## src/rtl/bcd_field_editor_if.sv

```systemverilog
// Button/limit/value bundle between the debounced button block, the
// editor and the time/alarm/date target registers.
interface bcd_field_editor_if #(
  parameter int NUM_FIELDS = 3,
  parameter int CUR_W      = 2
);
  logic                    en;
  logic [8*NUM_FIELDS-1:0] load_val;
  logic [8*NUM_FIELDS-1:0] field_min;
  logic [8*NUM_FIELDS-1:0] field_max;
  logic                    bt_up;
  logic                    bt_down;
  logic                    bt_left;
  logic                    bt_right;
  logic                    bt_ok;
  logic [8*NUM_FIELDS-1:0] edit_val;
  logic [CUR_W-1:0]        cursor;
  logic                    commit;
  logic                    dirty;
  logic                    wrap_pulse;
  logic [CUR_W-1:0]        wrap_field;

  modport master (
    output en, load_val, field_min, field_max,
    output bt_up, bt_down, bt_left, bt_right, bt_ok,
    input  edit_val, cursor, commit, dirty, wrap_pulse, wrap_field
  );

  modport slave (
    input  en, load_val, field_min, field_max,
    input  bt_up, bt_down, bt_left, bt_right, bt_ok,
    output edit_val, cursor, commit, dirty, wrap_pulse, wrap_field
  );
endinterface

```

## src/rtl/bcd_field_editor.sv

```systemverilog
// Multi-field two-digit BCD editor: cursor selection, per-field min/max
// with wrap indication, auto-repeat on held up/down, and commit strobe.
module bcd_field_editor #(
  parameter int NUM_FIELDS    = 3,
  parameter int CUR_W         = 2,
  parameter int REPEAT_DELAY  = 50000000,
  parameter int REPEAT_PERIOD = 10000000,
  parameter int CNT_W         = 26
) (
  input logic               clk,
  input logic               reset,
  bcd_field_editor_if.slave bus
);

  typedef enum logic [1:0] {IDLE, EDIT, COMMIT} state_t;

  state_t               state_q, state_n;
  logic [CUR_W-1:0]     cursor_q, cursor_n, cur_next, cur_prev;
  logic [CUR_W-1:0]     wfield_q;
  logic                 dirty_q, dirty_n;
  logic                 wrap_q;
  logic [CNT_W-1:0]     cnt_q, cnt_n, cnt_inc, cnt_lim;
  logic                 phase_q, phase_n;
  logic                 h_up, h_dn, h_l, h_r, h_ok;
  logic                 e_up, e_dn, e_l, e_r, e_ok, mv;
  logic                 load, step_up, step_dn;
  logic [NUM_FIELDS-1:0] wrap_v;

  function automatic logic in_range(input logic [7:0] v, input logic [7:0] mn,
                                    input logic [7:0] mx);
    return (v[7:4] <= 4'd9) && (v[3:0] <= 4'd9) && (v >= mn) && (v <= mx);
  endfunction

  function automatic logic [7:0] bcd_inc(input logic [7:0] v);
    return (v[3:0] == 4'd9) ? {v[7:4] + 4'd1, 4'd0} : {v[7:4], v[3:0] + 4'd1};
  endfunction

  function automatic logic [7:0] bcd_dec(input logic [7:0] v);
    return (v[3:0] == 4'd0) ? {v[7:4] - 4'd1, 4'd9} : {v[7:4], v[3:0] - 4'd1};
  endfunction

  assign e_up = bus.bt_up    & ~h_up;
  assign e_dn = bus.bt_down  & ~h_dn;
  assign e_l  = bus.bt_left  & ~h_l;
  assign e_r  = bus.bt_right & ~h_r;
  assign e_ok = bus.bt_ok    & ~h_ok;
  assign mv   = e_l ^ e_r;

  assign cur_next = (cursor_q == CUR_W'(NUM_FIELDS - 1)) ? '0 : cursor_q + CUR_W'(1);
  assign cur_prev = (cursor_q == '0) ? CUR_W'(NUM_FIELDS - 1) : cursor_q - CUR_W'(1);

  // phase_q=0: waiting out the initial hold delay; 1: in periodic repeat.
  assign cnt_inc = cnt_q + CNT_W'(1);
  assign cnt_lim = phase_q ? CNT_W'(REPEAT_PERIOD) : CNT_W'(REPEAT_DELAY);

  // Next state, cursor, dirty flag, repeat counter and step requests.
  always_comb begin
    state_n  = state_q;
    cursor_n = cursor_q;
    dirty_n  = dirty_q;
    cnt_n    = '0;
    phase_n  = 1'b0;
    load     = 1'b0;
    step_up  = 1'b0;
    step_dn  = 1'b0;
    case (state_q)
      IDLE: begin
        if (bus.en) begin
          load     = 1'b1;
          cursor_n = '0;
          dirty_n  = 1'b0;
          state_n  = EDIT;
        end
      end
      EDIT: begin
        if (!bus.en) begin
          cursor_n = '0;
          state_n  = IDLE;
        end else begin
          // Both vertical buttons high freezes the value and keeps the counter clear.
          if (!(bus.bt_up && bus.bt_down)) begin
            if (e_up) begin
              step_up = 1'b1;
            end else if (e_dn) begin
              step_dn = 1'b1;
            end else if ((bus.bt_up || bus.bt_down) && !mv) begin
              if (cnt_inc == cnt_lim) begin
                step_up = bus.bt_up;
                step_dn = bus.bt_down;
                phase_n = 1'b1;
              end else begin
                cnt_n   = cnt_inc;
                phase_n = phase_q;
              end
            end
          end
          if (step_up || step_dn) dirty_n = 1'b1;
          if (mv) cursor_n = e_r ? cur_next : cur_prev;
          if (e_ok) state_n = COMMIT;
        end
      end
      COMMIT: begin
        dirty_n = 1'b0;
        state_n = bus.en ? EDIT : IDLE;
      end
      default: state_n = IDLE;
    endcase
  end

  // Control registers.
  always_ff @(posedge clk) begin
    if (reset) begin
      state_q  <= IDLE;
      cursor_q <= '0;
      dirty_q  <= 1'b0;
      wrap_q   <= 1'b0;
      wfield_q <= '0;
      cnt_q    <= '0;
      phase_q  <= 1'b0;
    end else begin
      state_q  <= state_n;
      cursor_q <= cursor_n;
      dirty_q  <= dirty_n;
      wrap_q   <= |wrap_v;
      if (|wrap_v) wfield_q <= cursor_q;
      cnt_q    <= cnt_n;
      phase_q  <= phase_n;
    end
  end

  // Button history follows the levels even in reset, so a held button is not an edge.
  always_ff @(posedge clk) begin
    h_up <= bus.bt_up;
    h_dn <= bus.bt_down;
    h_l  <= bus.bt_left;
    h_r  <= bus.bt_right;
    h_ok <= bus.bt_ok;
  end

  for (genvar i = 0; i < NUM_FIELDS; i++) begin : g_field
    localparam int LSB = 8 * (NUM_FIELDS - 1 - i);
    logic [7:0] q, d, mn, mx, ld;
    logic       sel, legal, wrap;

    assign mn    = bus.field_min[LSB +: 8];
    assign mx    = bus.field_max[LSB +: 8];
    assign ld    = bus.load_val[LSB +: 8];
    assign sel   = (cursor_q == CUR_W'(i));
    assign legal = in_range(q, mn, mx);

    // Clamp on load; otherwise step the field under the cursor.
    always_comb begin
      d    = q;
      wrap = 1'b0;
      if (load) begin
        d = in_range(ld, mn, mx) ? ld : mn;
      end else if (sel && step_up) begin
        if (q == mx) begin
          d    = mn;
          wrap = 1'b1;
        end else if (!legal) begin
          d = mn;
        end else begin
          d = bcd_inc(q);
        end
      end else if (sel && step_dn) begin
        if (q == mn) begin
          d    = mx;
          wrap = 1'b1;
        end else if (!legal) begin
          d = mx;
        end else begin
          d = bcd_dec(q);
        end
      end
    end

    // Field value register.
    always_ff @(posedge clk) begin
      if (reset) q <= '0;
      else       q <= d;
    end

    assign bus.edit_val[LSB +: 8] = q;
    assign wrap_v[i]              = wrap;
  end

  assign bus.cursor     = cursor_q;
  assign bus.commit     = (state_q == COMMIT);
  assign bus.dirty      = dirty_q;
  assign bus.wrap_pulse = wrap_q;
  assign bus.wrap_field = wfield_q;

endmodule

```

## src/flat_wrapper.sv

```systemverilog
// flat-port wrapper written by rule: the top's interface ports become plain ports
module bcd_field_editor_flat 
#(
  parameter int NUM_FIELDS    = 3,
  parameter int CUR_W         = 2,
  parameter int REPEAT_DELAY  = 50000000,
  parameter int REPEAT_PERIOD = 10000000,
  parameter int CNT_W         = 26
)
  (clk, reset, bus_en, bus_load_val, bus_field_min, bus_field_max, bus_bt_up, bus_bt_down, bus_bt_left, bus_bt_right, bus_bt_ok, bus_edit_val, bus_cursor, bus_commit, bus_dirty, bus_wrap_pulse, bus_wrap_field);
  bcd_field_editor_if #(.NUM_FIELDS(NUM_FIELDS), .CUR_W(CUR_W)) bus_i ();
  input logic clk;
  input logic reset;
  input wire logic [$bits(bus_i.en)-1:0] bus_en;
  input wire logic [$bits(bus_i.load_val)-1:0] bus_load_val;
  input wire logic [$bits(bus_i.field_min)-1:0] bus_field_min;
  input wire logic [$bits(bus_i.field_max)-1:0] bus_field_max;
  input wire logic [$bits(bus_i.bt_up)-1:0] bus_bt_up;
  input wire logic [$bits(bus_i.bt_down)-1:0] bus_bt_down;
  input wire logic [$bits(bus_i.bt_left)-1:0] bus_bt_left;
  input wire logic [$bits(bus_i.bt_right)-1:0] bus_bt_right;
  input wire logic [$bits(bus_i.bt_ok)-1:0] bus_bt_ok;
  output wire logic [$bits(bus_i.edit_val)-1:0] bus_edit_val;
  output wire logic [$bits(bus_i.cursor)-1:0] bus_cursor;
  output wire logic [$bits(bus_i.commit)-1:0] bus_commit;
  output wire logic [$bits(bus_i.dirty)-1:0] bus_dirty;
  output wire logic [$bits(bus_i.wrap_pulse)-1:0] bus_wrap_pulse;
  output wire logic [$bits(bus_i.wrap_field)-1:0] bus_wrap_field;
  assign bus_i.en = bus_en;
  assign bus_i.load_val = bus_load_val;
  assign bus_i.field_min = bus_field_min;
  assign bus_i.field_max = bus_field_max;
  assign bus_i.bt_up = bus_bt_up;
  assign bus_i.bt_down = bus_bt_down;
  assign bus_i.bt_left = bus_bt_left;
  assign bus_i.bt_right = bus_bt_right;
  assign bus_i.bt_ok = bus_bt_ok;
  assign bus_edit_val = bus_i.edit_val;
  assign bus_cursor = bus_i.cursor;
  assign bus_commit = bus_i.commit;
  assign bus_dirty = bus_i.dirty;
  assign bus_wrap_pulse = bus_i.wrap_pulse;
  assign bus_wrap_field = bus_i.wrap_field;
  bcd_field_editor #(.NUM_FIELDS(NUM_FIELDS), .CUR_W(CUR_W), .REPEAT_DELAY(REPEAT_DELAY), .REPEAT_PERIOD(REPEAT_PERIOD), .CNT_W(CNT_W)) u_core (.clk(clk), .reset(reset), .bus(bus_i));
endmodule
```

## config.mk

```make
export PLATFORM = sky130hd
export DESIGN_NAME = bcd_field_editor_flat
export DESIGN_NICKNAME = d
export VERILOG_FILES = /design/src/rtl/bcd_field_editor_if.sv /design/src/rtl/bcd_field_editor.sv /design/src/flat_wrapper.sv
export SDC_FILE = /design/constraint.sdc
export NUM_CORES = 1
export LEC_CHECK = 0
export ABC_AREA = 1
export BUFFER_PORTS_ARGS = -buffer_cell sky130_fd_sc_hd__buf_2
export CORE_MARGIN = 5
export CORE_UTILIZATION = 45
export CTS_BUF_LIST = sky130_fd_sc_hd__clkbuf_8 sky130_fd_sc_hd__clkbuf_16
export DETAILED_ROUTE_END_ITERATION = 10
export GPL_TIMING_DRIVEN = 0
export PLACE_DENSITY = 0.65
export REMOVE_ABC_BUFFERS = 1
export SLEW_MARGIN = 20
export SYNTH_ARGS = -nofsm -noshare
export SYNTH_HDL_FRONTEND = slang
export SYNTH_SLANG_ARGS = --single-unit
export TNS_END_PERCENT = 50
```

## constraint.sdc

```tcl
create_clock -name clk -period 4.6 [get_ports clk]
set_input_delay 0.92 -clock clk [delete_from_list [all_inputs] [get_ports clk]]
set_output_delay 0.92 -clock clk [all_outputs]
set_load 0.01 [all_outputs]
```

# --- Word-level counts from Yosys, hierarchy flattened ---
# Cells that the tools add are included.
classes:
  addsub: 15
  n_lt_le_gt_ge: 24
  n_eq_ne: 25
  mux: 82
  n_bitwise: 14
  n_reduce_logical: 48
op_table:
  columns: ["op", "count"]
  rows:
  - ["two-way mux 8 bit", 30]
  - ["equality test 8 bit", 6]
  - [">= comparator 8 bit", 6]
  - ["<= comparator 4 bit, second input constant", 12]
  - ["<= comparator 8 bit", 6]
  - ["two-way mux 1 bit", 39]
  - ["inequality test 5 x 4 -> 1 bit, second input constant", 6]
  - ["adder 26 x 1 -> 26 bit, second input constant", 1]
  - ["equality test 26 bit", 1]
  - ["logical AND 1 bit", 26]
  - ["two-way mux 26 bit", 1]
  - ["adder 4 x 1 -> 4 bit, second input constant", 6]
  - ["subtractor 4 x 1 -> 4 bit, second input constant", 6]
  - ["two-way mux 2 bit", 9]
  - ["equality test 4 bit, second input constant", 3]
  - ["logical NOT 4 bit", 3]
  - ["AND reduction 3 bit", 4]
  - ["nonzero test 3 bit", 4]
  - ["inverter 1 bit", 8]
  - ["OR reduction 8 bit", 1]
  - ["OR reduction 7 bit", 1]
  - ["inequality test 3 x 2 -> 1 bit, second input constant", 2]
  - ["one-hot mux 2 bit (3 select lines)", 1]
  - ["bitwise AND 1 bit", 5]
  - ["16 further kinds", 21]
word_totals:
  reg_bits: 64
  out_inout_bits: 31
  elab_cells: 226

# --- Depth between registers and ports, before layout ---
depth:
  word_depth: 18
  mapped_depth: 22

# --- Least setup slack after synthesis ---
# Ideal clock, no wire load.
synth_timing:
  path_kind: "in2reg"
  startpoint: "in bus_field_min[23]"
  endpoint: "reg u_core.g_field[0].q[7]"
  setup_time_ns: 0.112
  arrival_ns: 2.936
  required_time_ns: 4.488
  path_slack_ns: 1.552
  path_stages: 16
  cell_sequence: "inv_1 -> ha_1 -> nand4_1 -> nor3_1 -> nor2_1 -> a221oi_1 -> nand2_1 -> nor2_1 -> clkbuf_1 -> inv_1 -> nand2_1 -> nand3_1 -> nand3_1 -> nand2_1 -> nor2_1 -> nor2_1"
synth_via:
  elab_chain_len: 8
synth_lines:
  columns: ["item", "line", "source"]
  rows:
  - ["from (decl)", "flat_wrapper.sv:16", "input wire logic [$bits(bus_i.field_min)-1:0] bus_field_min;"]
  - [">= comparator 8 bit", "bcd_field_editor.sv:31", "return (v[7:4] <= 4'd9) && (v[3:0] <= 4'd9) && (v >= mn) && (v <= mx);"]
  - ["logical AND 1 bit (2 in a row)", "bcd_field_editor.sv:31", null]
  - ["two-way mux 8 bit", "bcd_field_editor.sv:170", "end else if (!legal) begin"]
  - ["two-way mux 8 bit", "bcd_field_editor.sv:167", "if (q == mn) begin"]
  - ["two-way mux 8 bit", "bcd_field_editor.sv:166", "end else if (sel && step_dn) begin"]
  - ["two-way mux 8 bit", "bcd_field_editor.sv:157", "end else if (sel && step_up) begin"]
  - ["two-way mux 8 bit", "bcd_field_editor.sv:155", "if (load) begin"]
  - ["to (signal assigned)", "bcd_field_editor.sv:180", "if (reset) q <= '0;"]
  - ["to (signal assigned)", "bcd_field_editor.sv:181", "else q <= d;"]
  - ["to (decl)", "bcd_field_editor.sv:142", "logic [7:0] q, d, mn, mx, ld;"]
# Several ways; a longest one is shown, not always the timed one. The select of a mux whose other input is x is not followed.
# A chain may end at the register's enable or synchronous reset.

# --- Final worst setup path ---
layout_timing:
  startpoint: "in bus_field_min[7]"
  endpoint: "reg u_core.g_field[2].q[6]"
layout_via:
  elab_chain_len: 8
layout_lines:
  columns: ["item", "line"]
  rows:
  - [">= comparator 8 bit", "bcd_field_editor.sv:31"]
  - ["logical AND 1 bit (2 in a row)", "bcd_field_editor.sv:31"]
  - ["two-way mux 8 bit", "bcd_field_editor.sv:170"]
  - ["two-way mux 8 bit", "bcd_field_editor.sv:167"]
  - ["two-way mux 8 bit", "bcd_field_editor.sv:166"]
  - ["two-way mux 8 bit", "bcd_field_editor.sv:157"]
  - ["two-way mux 8 bit", "bcd_field_editor.sv:155"]
  - ["to (signal assigned)", "bcd_field_editor.sv:180"]
  - ["to (signal assigned)", "bcd_field_editor.sv:181"]
  - ["to (decl)", "bcd_field_editor.sv:142"]
# Several ways; a longest one is shown, not always the timed one. The select of a mux whose other input is x is not followed.

==> summary.txt <==
Synthesis
  • Synth top area share: 0.1835
  • Post-Syn Area: 7637 sq um
  • Top cells by area, synth: ha_1, dfxtp_1, nand2_1
  • Seq/Total Area, Yosys: 0.1678
  • Synthesis warning total: 0
  • Synthesized area per cell: 6.265 sq um
  • Synth unique cells: 49
  • Most common flop cell mapped by yosys: dfxtp_1
  • Post-synthesis register bit count: 64
  • EDFF count, synth: 0
  • Cells after Synth: 1219
  • Ys async rst share: 0
  • Post-synth top area cell: ha_1

GRT
  • Total grt overflow: 0
  • GRT Util Overall: 0.2199
  • First-pass GRT wire length: 36220 um
  • Initial antenna violation count: 1
  • Largest net degree at the start of global routing: 37
  • Vias in the first global route: 7622

Die
  • Die X: 140.3 um
  • Site Rows: 47
  • Initial Util: 0.4589
  • IO Pins: 111
  • Die area: 19680 sq um
  • Core area: 16640 sq um
  • Die Ht: 140.3 um

STA
  • Slew Viols, Final: 0
  • Min Tclk post-route: 3.923 ns
  • Final Hold Violating Endpoints: 0
  • Rel. slew slack: 0.3439
  • Unrepaired setup endpoints after global routing: no
  • Fmax: 254.9 MHz
  • Slew @ Worst Pin: 0.9831 ns
  • Hold WS: 0.4814 ns
  • Setup clock skew after layout: 0.007975 ns
  • Setup ws final: 0.6770 ns
  • Final setup vio count: 0
  • Final cycle utilization of the critical path: 0.8528

Placed design
  • Dpl cells: 1530
  • Port Buffers: 110
  • DP HPWL: 17270 um
  • RD Place Congestion: 0.8714
  • Dpl cell area: 8384 sq um
  • Pre-CTS setup slack: 0.4000 ns

Worst setup path
  • Worst setup path category: primary input to flip-flop
  • Critical Path Source Type: primary input
  • CP endpoint kind: flip-flop
  • CP Buf/Inv Count: 3
  • Critical path's top delay family: simple AND/OR/NAND/NOR gates
  • Highest cell delay on the worst timing path: 0.66 ns
  • CP required: 4.83 ns
  • Slowest stage cell, crit path: nor2_1
  • Cell Chain, Critical Path: buf_2 -> inv_1 -> ha_1 -> nand4_1 -> nor4_1 -> inv_1 -> a21oi_1 -> nand2_1 -> nor2_1 -> o21ai_0 -> o21ai_0 -> nand2_1 -> nand3_1 -> o21ai_0 -> nor2_1 -> nor2_1
  • CP max FO: 16
  • Crit path DAT: 4.15 ns

Power
  • Sw power: 0.0007553 W
  • Clock share of power: 0.330
  • Total power: 0.001979 W
  • Comb pwr share: 0.348
  • Switching Fraction: 0.3816
  • Internal power: 0.001224 W
  • Worst VDD drop: 0.0001873 V
  • Sequential Power Share: 0.322
  • Total power per unit cell area: 228.4 nW/um^2
  • Leakage: 4.205 nW

Layout
  • Fillers: 1787
  • Fin cells: 1546
  • Layout cells sized above 1: 0.1350
  • Area growth from synthesis to layout: 13.48%
  • Antenna cells: 0
  • Final instance area: 8667 sq um
  • Nets@finish: 1513

Clock tree
  • Post-CTS Setup Repair Bufs: 0
  • Clock Latency Late Sink: 0.34 ns
  • CTS tree: built
  • CTS clk-pin slew, worst paths: 0.06 ns
  • Quantity of hold-fixing buffers added after cts: 0
  • Clk sinks: 64
  • CTS root buf: clkbuf_16
  • CTS H-tree lvls: 3
  • Total CTS buffers: 9
  • CTS max path bufs: 2
  • CTS resizes: 0

Status
  • Status: complete, no violations

Detailed routing
  • Residual DRC: 0
  • Final WL: 21750 um
  • Routed length per placed instance: 14.07 um
  • Iter 0 DRT Violations: 504
  • DRT Pass-1 Iters: 6
  • Antenna-violating nets left: 0
  • Via Count: 8101
  • Vias per cell: 5.240

Run
  • Max-cap violation count: 0

Worst hold path
  • Worst hold path type: flip-flop to flip-flop
per-layer routing:
metal	routed length, um	global-route usage	part of all wire	up-vias
li1	-	-	-	4293
met1	10210	0.2840	0.47	3600
met2	10230	0.3785	0.47	177
met3	938	0.03613	0.043	29
met4	364	0.06170	0.017	2
met5	11	0	0.00051	-
flip-flops by register name, summed over array words and instances (netlist names):
name,count
u_core.bus.cursor,2
u_core.cnt_q,26
u_core.bus.wrap_field,2
u_core.phase_q,1
u_core.h_r,1
u_core.bus.wrap_pulse,1
u_core.bus.dirty,1
u_core.h_l,1
u_core.h_dn,1
u_core.state_q,2
u_core.g_field.q,24
u_core.h_ok,1
u_core.h_up,1
final timing paths:
path / startpoint / endpoint / slack, ns / cells past startpoint
max: bus_field_min[7] / u_core.g_field[2].q[6]$_SDFFE_PP0P_ / 0.68 / 16
min: u_core.cnt_q[0]$_SDFF_PP0_ / u_core.cnt_q[0]$_SDFF_PP0_ / 0.48 / 1
max reg2reg: u_core.g_field[2].q[0]$_SDFFE_PP0P_ / u_core.g_field[2].q[6]$_SDFFE_PP0P_ / 0.98 / 15
min reg2reg: u_core.cnt_q[0]$_SDFF_PP0_ / u_core.cnt_q[0]$_SDFF_PP0_ / 0.48 / 1
area by class of cell:
cell class / instances / area [sq um] / area share
clock buffers: 10 / 239.0 / 0.02757
clock inverters: 6 / 43.79 / 0.005053
inverters: 183 / 689.4 / 0.07954
multi-input cells: 952 / 5573 / 0.6430
flip-flops and latches: 64 / 1281 / 0.1478
well taps: 220 / 275.3 / 0.03176
repair buffers: 111 / 565.5 / 0.06525
cell usage after synthesis (all sizes together), types with 3 or more instances:
| cell | n |
|---|---|
| clkinv | 4 |
| a21oi | 80 |
| clkbuf | 14 |
| buf | 6 |
| o2111ai | 3 |
| nor4 | 8 |
| nand3b | 3 |
| dfxtp | 64 |
| o31ai | 5 |
| nor3 | 13 |
| xnor2 | 10 |
| nand2 | 279 |
| inv | 179 |
| o221ai | 3 |
| o21a | 3 |
| nor2 | 161 |
| nand3 | 61 |
| ha | 112 |
| or2 | 5 |
| xor2 | 5 |
| o211ai | 17 |
| nand4 | 33 |
| a31oi | 14 |
| o21ai | 124 |
cell families after synthesis:
group / share of synthesized area
compound gates: 0.1871
simple gates: 0.3376
xor+xnor: 0.01917
buf+inv: 0.1035
mux: 0.001311
flops: 0.1678
fa+ha+maj: 0.1835
placed cells by master (no fill, tap or decap), drive strengths merged, types with 8 or more instances in the layout:
master / synthesis / final
a21oi: 80 / 80
a31oi: 14 / 14
buf: 6 / 111
clkbuf: 14 / 10
clkinv: 4 / 8
dfxtp: 64 / 64
ha: 112 / 112
inv: 179 / 180
nand2: 279 / 279
nand3: 61 / 61
nand4: 33 / 33
nor2: 161 / 161
nor3: 13 / 13
nor4: 8 / 8
o211ai: 17 / 17
o21ai: 124 / 124
xnor2: 10 / 10
power by group through the flow:
stage / Clock, W / Combinational [W] / Sequential [W]
global route: 0.000695 / 0.000798 / 0.000643
global placement: 0 / 0.000673 / 0.000650
floorplan: 0 / 0.000473 / 0.000641
finish: 0.000654 / 0.000688 / 0.000637
CTS: 0.000671 / 0.000688 / 0.000636
detailed placement: 0 / 0.000684 / 0.000648
metrics by stage:
stage          TNS, ns    util
3_3_place_gp    -15.84  0.5024
2_1_floorplan        0       -
4_1_cts              0  0.5208
6_report             0  0.5208
5_1_grt              0  0.5208
3_5_place_dp         0  0.5038
Note: power is estimated with default switching activity, not from simulation.
